--- config.mk ---
export PLATFORM = sky130hd
export DESIGN_NAME = axioma_pc_trace
export DESIGN_NICKNAME = d
export VERILOG_FILES = /design/src/rtl/axioma_trace_pkg.sv /design/src/rtl/axioma_trace_fifo.sv /design/src/rtl/axioma_pc_trace.sv
export SDC_FILE = /design/constraint.sdc
export NUM_CORES = 1
export LEC_CHECK = 0
export CAP_MARGIN = 20
export CORE_ASPECT_RATIO = 0.9
export CORE_MARGIN = 5
export CORE_UTILIZATION = 40
export DETAILED_ROUTE_END_ITERATION = 7
export PLACE_DENSITY = 0.54
export SLEW_MARGIN = 30
export SYNTH_ARGS = -nofsm -noshare
export SYNTH_HDL_FRONTEND = slang
export SYNTH_HIERARCHICAL = 1
export SYNTH_SLANG_ARGS = --single-unit
--- constraint.sdc ---
create_clock -name clk -period 7.9 [get_ports clk]
set_clock_uncertainty 0.15 [all_clocks]
set_input_delay 0.79 -clock clk [delete_from_list [all_inputs] [get_ports clk]]
set_output_delay 0.79 -clock clk [all_outputs]
set_load 0.1 [all_outputs]
--- src/rtl/axioma_trace_pkg.sv ---
// rtl/axioma_trace_pkg.sv - shared encodings and entry sizing for the PC trace buffer
package axioma_trace_pkg;

    typedef enum logic [1:0] {
        MODE_WRAP = 2'd0,
        MODE_STOP = 2'd1,
        MODE_TRIG = 2'd2,
        MODE_RSVD = 2'd3
    } trace_mode_t;

    typedef enum logic [1:0] {
        ST_IDLE  = 2'd0,
        ST_ARMED = 2'd1,
        ST_POST  = 2'd2,
        ST_DONE  = 2'd3
    } trace_state_t;

    // Entry layout is {timestamp, pc, instr, irq}
    function automatic int entry_width(input int ts_w, input int pc_w, input int instr_w);
        return ts_w + pc_w + instr_w + 1;
    endfunction

endpackage

--- src/rtl/axioma_trace_fifo.sv ---
// rtl/axioma_trace_fifo.sv - circular trace store with push, pop and overwrite-oldest
module axioma_trace_fifo
    import axioma_trace_pkg::*;
#(
    parameter int W     = 49,
    parameter int DEPTH = 16
) (
    input  logic                     clk,
    input  logic                     reset,
    input  logic                     clear,
    input  logic                     push,
    input  logic                     pop,
    input  logic                     overwrite,
    input  logic [W-1:0]             wdata,
    output logic [W-1:0]             rdata,
    output logic [$clog2(DEPTH):0]   count,
    output logic                     full,
    output logic                     empty
);

    localparam int AW = $clog2(DEPTH);
    localparam int CW = AW + 1;

    logic [W-1:0]  mem [DEPTH];
    logic [AW-1:0] wr_ptr;
    logic [AW-1:0] rd_ptr;
    logic          do_pop;
    logic          do_push;
    logic          drop_oldest;

    assign full  = (count == CW'(DEPTH));
    assign empty = (count == '0);
    assign rdata = empty ? '0 : mem[rd_ptr];

    // A push into a full store is accepted when a pop frees the slot or overwrite is allowed
    always_comb begin
        do_pop      = pop && !empty;
        do_push     = push && (!full || do_pop || overwrite);
        drop_oldest = do_push && full && !do_pop;
    end

    // Pointer and occupancy bookkeeping; clear flushes everything in one edge
    always_ff @(posedge clk or posedge reset) begin
        if (reset) begin
            wr_ptr <= '0;
            rd_ptr <= '0;
            count  <= '0;
        end else if (clear) begin
            wr_ptr <= '0;
            rd_ptr <= '0;
            count  <= '0;
        end else begin
            if (do_push) begin
                wr_ptr <= wr_ptr + 1'b1;
            end
            if (do_pop || drop_oldest) begin
                rd_ptr <= rd_ptr + 1'b1;
            end
            if (do_push && !do_pop && !drop_oldest) begin
                count <= count + 1'b1;
            end else if (do_pop && !do_push) begin
                count <= count - 1'b1;
            end
        end
    end

    // Entry storage; contents are never read while empty so they need no reset
    always_ff @(posedge clk) begin
        if (do_push && !clear) begin
            mem[wr_ptr] <= wdata;
        end
    end

endmodule

--- src/rtl/axioma_pc_trace.sv ---
// rtl/axioma_pc_trace.sv - CPU program-counter trace capture with wrap, stop and trigger modes
module axioma_pc_trace
    import axioma_trace_pkg::*;
#(
    parameter int PC_W    = 16,
    parameter int INSTR_W = 16,
    parameter int DEPTH   = 16,
    parameter int TS_W    = 16
) (
    input  logic                          clk,
    input  logic                          reset,
    input  logic                          capture_en,
    input  logic [1:0]                    mode,
    input  logic                          clear,
    input  logic [PC_W-1:0]               trig_pc,
    input  logic [$clog2(DEPTH):0]        post_count,
    input  logic [PC_W-1:0]               pc_in,
    input  logic [INSTR_W-1:0]            instr_in,
    input  logic                          irq_in,
    output logic                          rd_valid,
    input  logic                          rd_ready,
    output logic [TS_W+PC_W+INSTR_W:0]    rd_data,
    output logic [$clog2(DEPTH):0]        count,
    output logic                          overrun,
    output logic [7:0]                    dropped,
    output logic [1:0]                    state
);

    localparam int ENTRY_W = entry_width(TS_W, PC_W, INSTR_W);
    localparam int CW      = $clog2(DEPTH) + 1;

    logic [PC_W-1:0] last_pc;
    logic [TS_W-1:0] ts;
    logic            cap_q;
    trace_state_t    trig_state;
    trace_state_t    trig_next;
    logic [CW-1:0]   post_rem;
    logic [CW-1:0]   post_rem_next;
    trace_mode_t     eff_mode;
    logic            cap_evt;
    logic            pop;
    logic            full;
    logic            empty;
    logic            push;
    logic            overwrite;
    logic            set_overrun;
    logic            inc_drop;

    assign cap_evt  = capture_en && (pc_in != last_pc);
    assign pop      = rd_valid && rd_ready;
    assign eff_mode = (mode == MODE_RSVD) ? MODE_STOP : trace_mode_t'(mode);
    assign rd_valid = !empty;
    assign state    = (eff_mode == MODE_TRIG) ? trig_state
                                              : (capture_en ? ST_ARMED : ST_IDLE);

    // Change detector, free-running timestamp and capture_en edge history
    always_ff @(posedge clk or posedge reset) begin
        if (reset) begin
            last_pc <= '0;
            ts      <= '0;
            cap_q   <= 1'b0;
        end else begin
            last_pc <= pc_in;
            ts      <= ts + 1'b1;
            cap_q   <= capture_en;
        end
    end

    // Sticky overrun flag and saturating drop counter
    always_ff @(posedge clk or posedge reset) begin
        if (reset) begin
            overrun <= 1'b0;
            dropped <= '0;
        end else if (clear) begin
            overrun <= 1'b0;
            dropped <= '0;
        end else begin
            if (set_overrun) begin
                overrun <= 1'b1;
            end
            if (inc_drop && (dropped != 8'hFF)) begin
                dropped <= dropped + 8'd1;
            end
        end
    end

    // Trigger state register
    always_ff @(posedge clk or posedge reset) begin
        if (reset) begin
            trig_state <= ST_IDLE;
            post_rem   <= '0;
        end else begin
            trig_state <= trig_next;
            post_rem   <= post_rem_next;
        end
    end

    // Per-mode capture policy and trigger sequencing
    always_comb begin
        trig_next     = trig_state;
        post_rem_next = post_rem;
        push          = 1'b0;
        overwrite     = 1'b0;
        set_overrun   = 1'b0;
        inc_drop      = 1'b0;
        case (eff_mode)
            MODE_WRAP: begin
                push        = cap_evt;
                overwrite   = 1'b1;
                set_overrun = cap_evt && full && !pop;
                trig_next   = ST_IDLE;
            end
            MODE_TRIG: begin
                case (trig_state)
                    ST_IDLE: begin
                        if (capture_en && !cap_q) begin
                            trig_next = ST_ARMED;
                        end
                    end
                    ST_ARMED: begin
                        push      = cap_evt;
                        overwrite = 1'b1;
                        if (cap_evt && (pc_in == trig_pc)) begin
                            post_rem_next = post_count;
                            trig_next     = (post_count == '0) ? ST_DONE : ST_POST;
                        end
                    end
                    ST_POST: begin
                        push      = cap_evt;
                        overwrite = 1'b1;
                        if (cap_evt) begin
                            post_rem_next = post_rem - 1'b1;
                            if (post_rem == CW'(1)) begin
                                trig_next = ST_DONE;
                            end
                        end
                    end
                    default: begin
                    end
                endcase
            end
            default: begin
                push      = cap_evt;
                inc_drop  = cap_evt && full && !pop;
                trig_next = ST_IDLE;
            end
        endcase
        if (clear) begin
            trig_next = ST_IDLE;
        end
    end

    axioma_trace_fifo #(
        .W     (ENTRY_W),
        .DEPTH (DEPTH)
    ) u_fifo (
        .clk       (clk),
        .reset     (reset),
        .clear     (clear),
        .push      (push),
        .pop       (pop),
        .overwrite (overwrite),
        .wdata     ({ts, pc_in, instr_in, irq_in}),
        .rdata     (rd_data),
        .count     (count),
        .full      (full),
        .empty     (empty)
    );

endmodule

Yosys cells after proc, flatten, opt, wreduce, memory -nomap -nowiden
Memories as Yosys holds them, arrays and structs flattened.
Cells that the tools add are included.
Word-level totals
  bits of input ports: 61
  memory bits (writable): 784
  memories kept: 1
  output and inout port bits: 66
  register bits: 62
  logic and storage cells: 108
Memory list
  u_fifo.mem: words 16, width 49, read ports 1, clocked after memory_dff 0, write ports 1, RTL line axioma_trace_fifo.sv:24  | logic [W-1:0] mem [DEPTH];
Cells by class
  add/subtract/negate cells: 7
  eq/ne operators: 16
  muxes and demuxes: 34
  reductions and logical operators: 40
Operators with widths (number)
  two-way mux 49 bit: 1
  two-way mux 5 bit: 5
  adder 16 x 1 -> 16 bit, second input constant: 1
  equality test 16 bit: 1
  two-way mux 2 bit: 8
  two-way mux 4 bit: 4
  two-way mux 8 bit: 2
  inequality test 16 bit: 1
  inequality test 4 bit, second input constant: 4
  logical AND 1 bit: 15
  two-way mux 1 bit: 11
  zero test 5 bit: 2
  one-hot mux 5 bit (2 select lines): 1
  nonzero test 2 bit: 5
  subtractor 5 x 1 -> 5 bit, second input constant: 2
  adder 4 x 1 -> 4 bit, second input constant: 2
  adder 8 x 1 -> 8 bit, second input constant: 1
  zero test 1 bit: 8
  inequality test 8 bit, second input constant: 1
  equality test 2 bit, second input constant: 3
  one-hot mux 2 bit (3 select lines): 1
  adder 5 x 1 -> 5 bit, second input constant: 1
  equality test 5 x 1 -> 1 bit, second input constant: 1
  equality test 5 bit, second input constant: 1
  10 further kinds: 15

Logic depth before layout (Yosys ltp)
  word-level depth: 13
  mapped depth: 13

By module
The synthesis kept the hierarchy.
Modules (own cells, without submodules)
  axioma_trace_fifo: cells each 1373, area each 30902.1 µm², times used 1, seq. area each 23867.9 µm²
  axioma_pc_trace: cells each 237, area each 2508.7 µm², times used 1, seq. area each 1226.2 µm²

Least setup slack after synthesis
Ideal clock, no wire load.
  kind: reg2reg
  start point: register u_fifo.count[0]
  end point: memory u_fifo.mem[11][0], enable pin
  path slack: -57 ps
  arrival: 7230 ps
  required time: 7173 ps
  stages on the path, launching flop included: 10
  cell sequence: dfrtp_1 nor4_4 or2b_1 inv_2 buf_2 buf_1 nor2b_1 nor2_1 a311o_1 nor4_1
On the way
  longest elaborated chain between the ends: 10
Ends and longest elaborated chain
  start: declaration: RTL line axioma_trace_fifo.sv:16  | output logic [$clog2(DEPTH):0] count,
  start signal: assignment: RTL line axioma_trace_fifo.sv:60  | count <= count + 1'b1;
  start signal: assignment: RTL line axioma_trace_fifo.sv:62  | count <= count - 1'b1;
  zero test 5 bit: RTL line axioma_trace_fifo.sv:32  | assign empty = (count == '0);
  via empty: RTL line axioma_pc_trace.sv:43  | logic empty;
  zero test 1 bit: RTL line axioma_pc_trace.sv:52  | assign rd_valid = !empty;
  logical AND 1 bit: RTL line axioma_pc_trace.sv:50  | assign pop = rd_valid && rd_ready;
  via pop: RTL line axioma_pc_trace.sv:41  | logic pop;
  logical AND 1 bit: RTL line axioma_trace_fifo.sv:37  | do_pop = pop && !empty;
  logical OR 1 bit (2 in series): RTL line axioma_trace_fifo.sv:38  | do_push = push && (!full || do_pop || overwrite);
  logical AND 1 bit: RTL line axioma_trace_fifo.sv:38
  logical AND 1 bit: RTL line axioma_trace_fifo.sv:69  | if (do_push && !clear) begin
  two-way mux 1 bit: RTL line axioma_trace_fifo.sv:69
  two-way mux 1 bit (not written as such): RTL line axioma_trace_fifo.sv:70  | mem[wr_ptr] <= wdata;
  end: declaration: RTL line axioma_trace_fifo.sv:24
The timed path passes the listed nets, and every way through them passes these cells.

Worst setup path after layout
  start point: register u_fifo.rd_ptr[2]
  end point: output rd_data[46]
On the way
  longest elaborated chain between the ends: 2
Ends and longest elaborated chain
  start: declaration: RTL line axioma_trace_fifo.sv:26  | logic [AW-1:0] rd_ptr;
  start signal: assignment: RTL line axioma_trace_fifo.sv:57  | rd_ptr <= rd_ptr + 1'b1;
  memory read (16 x 49 bit)
  two-way mux 49 bit: RTL line axioma_trace_fifo.sv:33  | assign rdata = empty ? '0 : mem[rd_ptr];
  end: declaration: RTL line axioma_pc_trace.sv:22  | output logic [TS_W+PC_W+INSTR_W:0] rd_data,
No other way between the ends.

==> impl_results.md <==
* Leakage at 0.0119 uW
* GRT overflow at 0
* Multi-input logic area at 7940 um2
* Largest net degree at the start of global routing at 98
* Critical path fanouts, max at 42
* DP Wirelength at 43100 um
* Worst R2R Path Depth at 9
* Initial antenna violation count at 0
* Via density at 5.39
* Die W at 315 um
* # IOs at 127
* Post-CTS setup buffer count at 0
* Ys async rst share at 7.33%
* Bufs on Longest Clock Path at 3
* Max cap viols at 0
* Fin nets at 1872
* Top sig layer: met4
* Register area at 25100 um2
* Routed wire length at 75000 um
* Synthesis-to-layout area growth at 17.2%
* Worst reg2reg path startpoint: last_pc[8]$_DFF_PP0_
* #FFs+latches synth at 846
* Worst reg-to-reg setup slack at 3.56 ns
* H-tree depth at 3
* End of the critical path: rd_data[46]
* Routed WL per cell at 25.1 um
* Final worst-path cycle share at 69.0%
* Area of the core at 82800 um2
* Most used DFF post-synth: edfxtp_1
* Yosys warnings at 6
* CTS Hold Bufs at 0
* Hold WC Path Type: flip-flop to flip-flop
* Worst EP arrival at 4.51 ns
* Avg Cell Area, Syn at 20.8 um2
* Total Power at 12200 uW
* Worst path cell trace: buf_4 -> mux4_2 -> nor2b_1 -> a211oi_1 -> a211oi_1 -> clkdlybuf4s50_1
* WP buf/inv at 2
* Num CTS Buffers at 88
* First-pass GRT wire length at 114000 um
* I/O Buffers at 126
* Final Util at 47.3%
* VDD IR max at 0.000293 V
* TritonCTS clock tree: done
* Antenna cells at 0
* Top cell type's share of synthesized area at 70.5%
* Post-synth EDFFs at 784
* M1 WL at 35100 um
* DRT iter0 DRCs at 1093
* Gr usage total at 16.8%
* Final Max Tran Viols at 0
* Final Hold Fails at 0
* Worst path most repeated cell: a211oi_1
* Outcome: finished clean
* Area leader, netlist: edfxtp_1
* Clk Latency, worst-skew pair at 0.63 ns
* 1st-pass router iterations at 5
* Synth unique cells at 59
* Syn Std Cell Area at 33400 um2
* CTS clock-pin slew for the worst setup and hold paths at 0.06 ns
* Remaining antenna violation count at 0
* Max stage delay cell, worst path: clkdlybuf4s50_1
* Least-Margin Pin Slew at 1.02 ns
* Worst Setup End Kind: primary output
* RePlAce Congestion at 0.739
* Largest stage delay on the critical path at 1.01 ns
* Via Count at 16100
* Crit Path Class: flip-flop to primary output
* Synth area leaders: edfxtp_1 (70%), mux4_2 (13%), dfrtp_1 (4.6%)
* Clk sinks at 846
* Row count at 100
* Root buffer cell: clkbuf_16
* Post-CTS sizing at 0
* Vias in the first global route at 17100
* DIE AREA at 89400 um2
* RSZ-0062 raised after global routing: false
* Worst r2r dst: u_fifo/mem[10][36]$_DFFE_PP_
* Routed length on met2 at 35200 um
* Pwr/cell area at 312 nW/um2
* Residual DRC count at 0
* Startpoint types: flip-flop
* Max Freq at 0.183 GHz
* Filler cell count in the final layout at 6894
* Crit path time final at 5.45 ns
* Setup Viol. Count Final at 0
* Crit. Startpoint: u_fifo/rd_ptr[2]$_DFFE_PP0P_
* Post-Synthesis Cells at 1610
* Layout cells sized above 1 at 22.0%
* WP depth at 6
* CP delay by family, top: buffers and inverters
* Slew margin rel. at 31.8%
* Die H at 284 um
* Initial core utilization at 40.3%
* Register area share after synthesis at 75.1%
* CP Data Required Time at 6.96 ns
* Routed wl met3 at 3360 um
* Syn Nets at 1688
-- cell type report --
type                    instances  share of cell area [%]
clock inverters                47                    1.28
inverters                      24                   0.233
multi-input cells             657                    20.3
repair buffers                177                    4.39
well taps                    1122                    3.58
flip-flops and latches        846                    64.1
clock buffers                 119                    6.16
-- tightest hold or removal path, delay by kind of cell, from the launching register on --
kind,cells,cell delay [ns]
AO/OA/AOI/OAI,1,0.05
buffers and inverters,1,0.05
flip-flops,1,0.38
-- cells in the final DEF, fill, tap and decap left out, drive strengths merged, types with 3 or more instances in the layout --
| master | count |
|---|---|
| nand2b | 3 |
| xor2 | 6 |
| a21oi | 14 |
| inv | 27 |
| a211oi | 100 |
| nor4 | 5 |
| ha | 16 |
| a2bb2oi | 4 |
| bufinv | 9 |
| nand2 | 24 |
| a31oi | 3 |
| buf | 53 |
| xnor2 | 46 |
| o21ai | 5 |
| or4 | 4 |
| dfrtp | 62 |
| nand4 | 14 |
| nand3 | 15 |
| nor3 | 5 |
| nor2 | 38 |
| clkinv | 34 |
| mux2i | 58 |
| or3 | 4 |
| clkdlybuf4s50 | 124 |
| mux2 | 6 |
| edfxtp | 784 |
| mux4 | 196 |
| and3 | 4 |
| clkbuf | 119 |
| nor2b | 56 |
-- cell usage after synthesis, drive strengths merged, types with 3 or more instances --
master and number:
a211oi 100, a21oi 14, a2bb2oi 4, a31oi 3, and3 4, buf 51
clkbuf 32, dfrtp 62, edfxtp 784, ha 16, inv 24, mux2 6
mux2i 58, mux4 196, nand2 24, nand2b 3, nand3 15, nand4 14
nor2 38, nor2b 56, nor3 5, nor4 5, o21ai 5, or3 4
or4 4, xnor2 46, xor2 6
-- through the flow --
stage	hold slack (ns)	instances	TNS, ns	instance area, um2	setup slack (ns)
final	0.384	2992	0	39200	2.45
after global routing	0.408	2992	0	39200	2.18
after CTS	0.388	2992	0	39200	2.22
after detailed placement	0.374	2826	0	36300	2.00
after global placement	0.366	2824	0	36200	2.07
after floorplan	0.364	1610	-5.59	33400	-0.0571
-- worst min-delay path by stage --
stage | depth (start not counted) | endpoint | startpoint
floorplan | 1 | post_rem[0]$_DFFE_PP0P_ | post_rem[0]$_DFFE_PP0P_
global placement | 2 | overrun$_DFFE_PP0P_ | overrun$_DFFE_PP0P_
detailed placement | 2 | overrun$_DFFE_PP0P_ | overrun$_DFFE_PP0P_
CTS | 2 | overrun$_DFFE_PP0P_ | overrun$_DFFE_PP0P_
global route | 2 | overrun$_DFFE_PP0P_ | overrun$_DFFE_PP0P_
finish | 2 | overrun$_DFFE_PP0P_ | overrun$_DFFE_PP0P_
-- power breakdown --
part | switching, uW | internal (uW) | leakage, uW
Clock | 1700 | 2450 | 0.00143
Sequential | 75.0 | 4930 | 0.00772
Combinational | 2130 | 922 | 0.00276
-- routing by layer --
metal	vias to the layer above	GRT usage, %
li1	7043	-
met1	8610	25.1
met2	367	26.2
met3	101	2.91
met4	0	3.75
met5	-	0
-- state kept, by name, summed over array words and instances, names as in the netlist --
signal and cells:
last_pc 16, u_fifo/wr_ptr 4, ts 16, cap_q 1, u_fifo/rd_ptr 4, dropped 8
u_fifo/mem 784, trig_state 2, u_fifo/count 5, overrun 1, post_rem 5
-- kinds of logic (layout without fill, tap and decap cells) --
group	after synthesis	count (layout)	share of synthesized area [%]
buffers and inverters	107	367	1.48
AOI/OAI and AO/OA	144	144	3.22
adders and majority gates	17	17	0.659
DFF	846	846	75.1
muxes	260	260	15.2
and+or+nand+nor	184	184	3.03
xor gates and xnor gates	52	52	1.36
No activity file was read; power rests on OpenSTA's default activity.
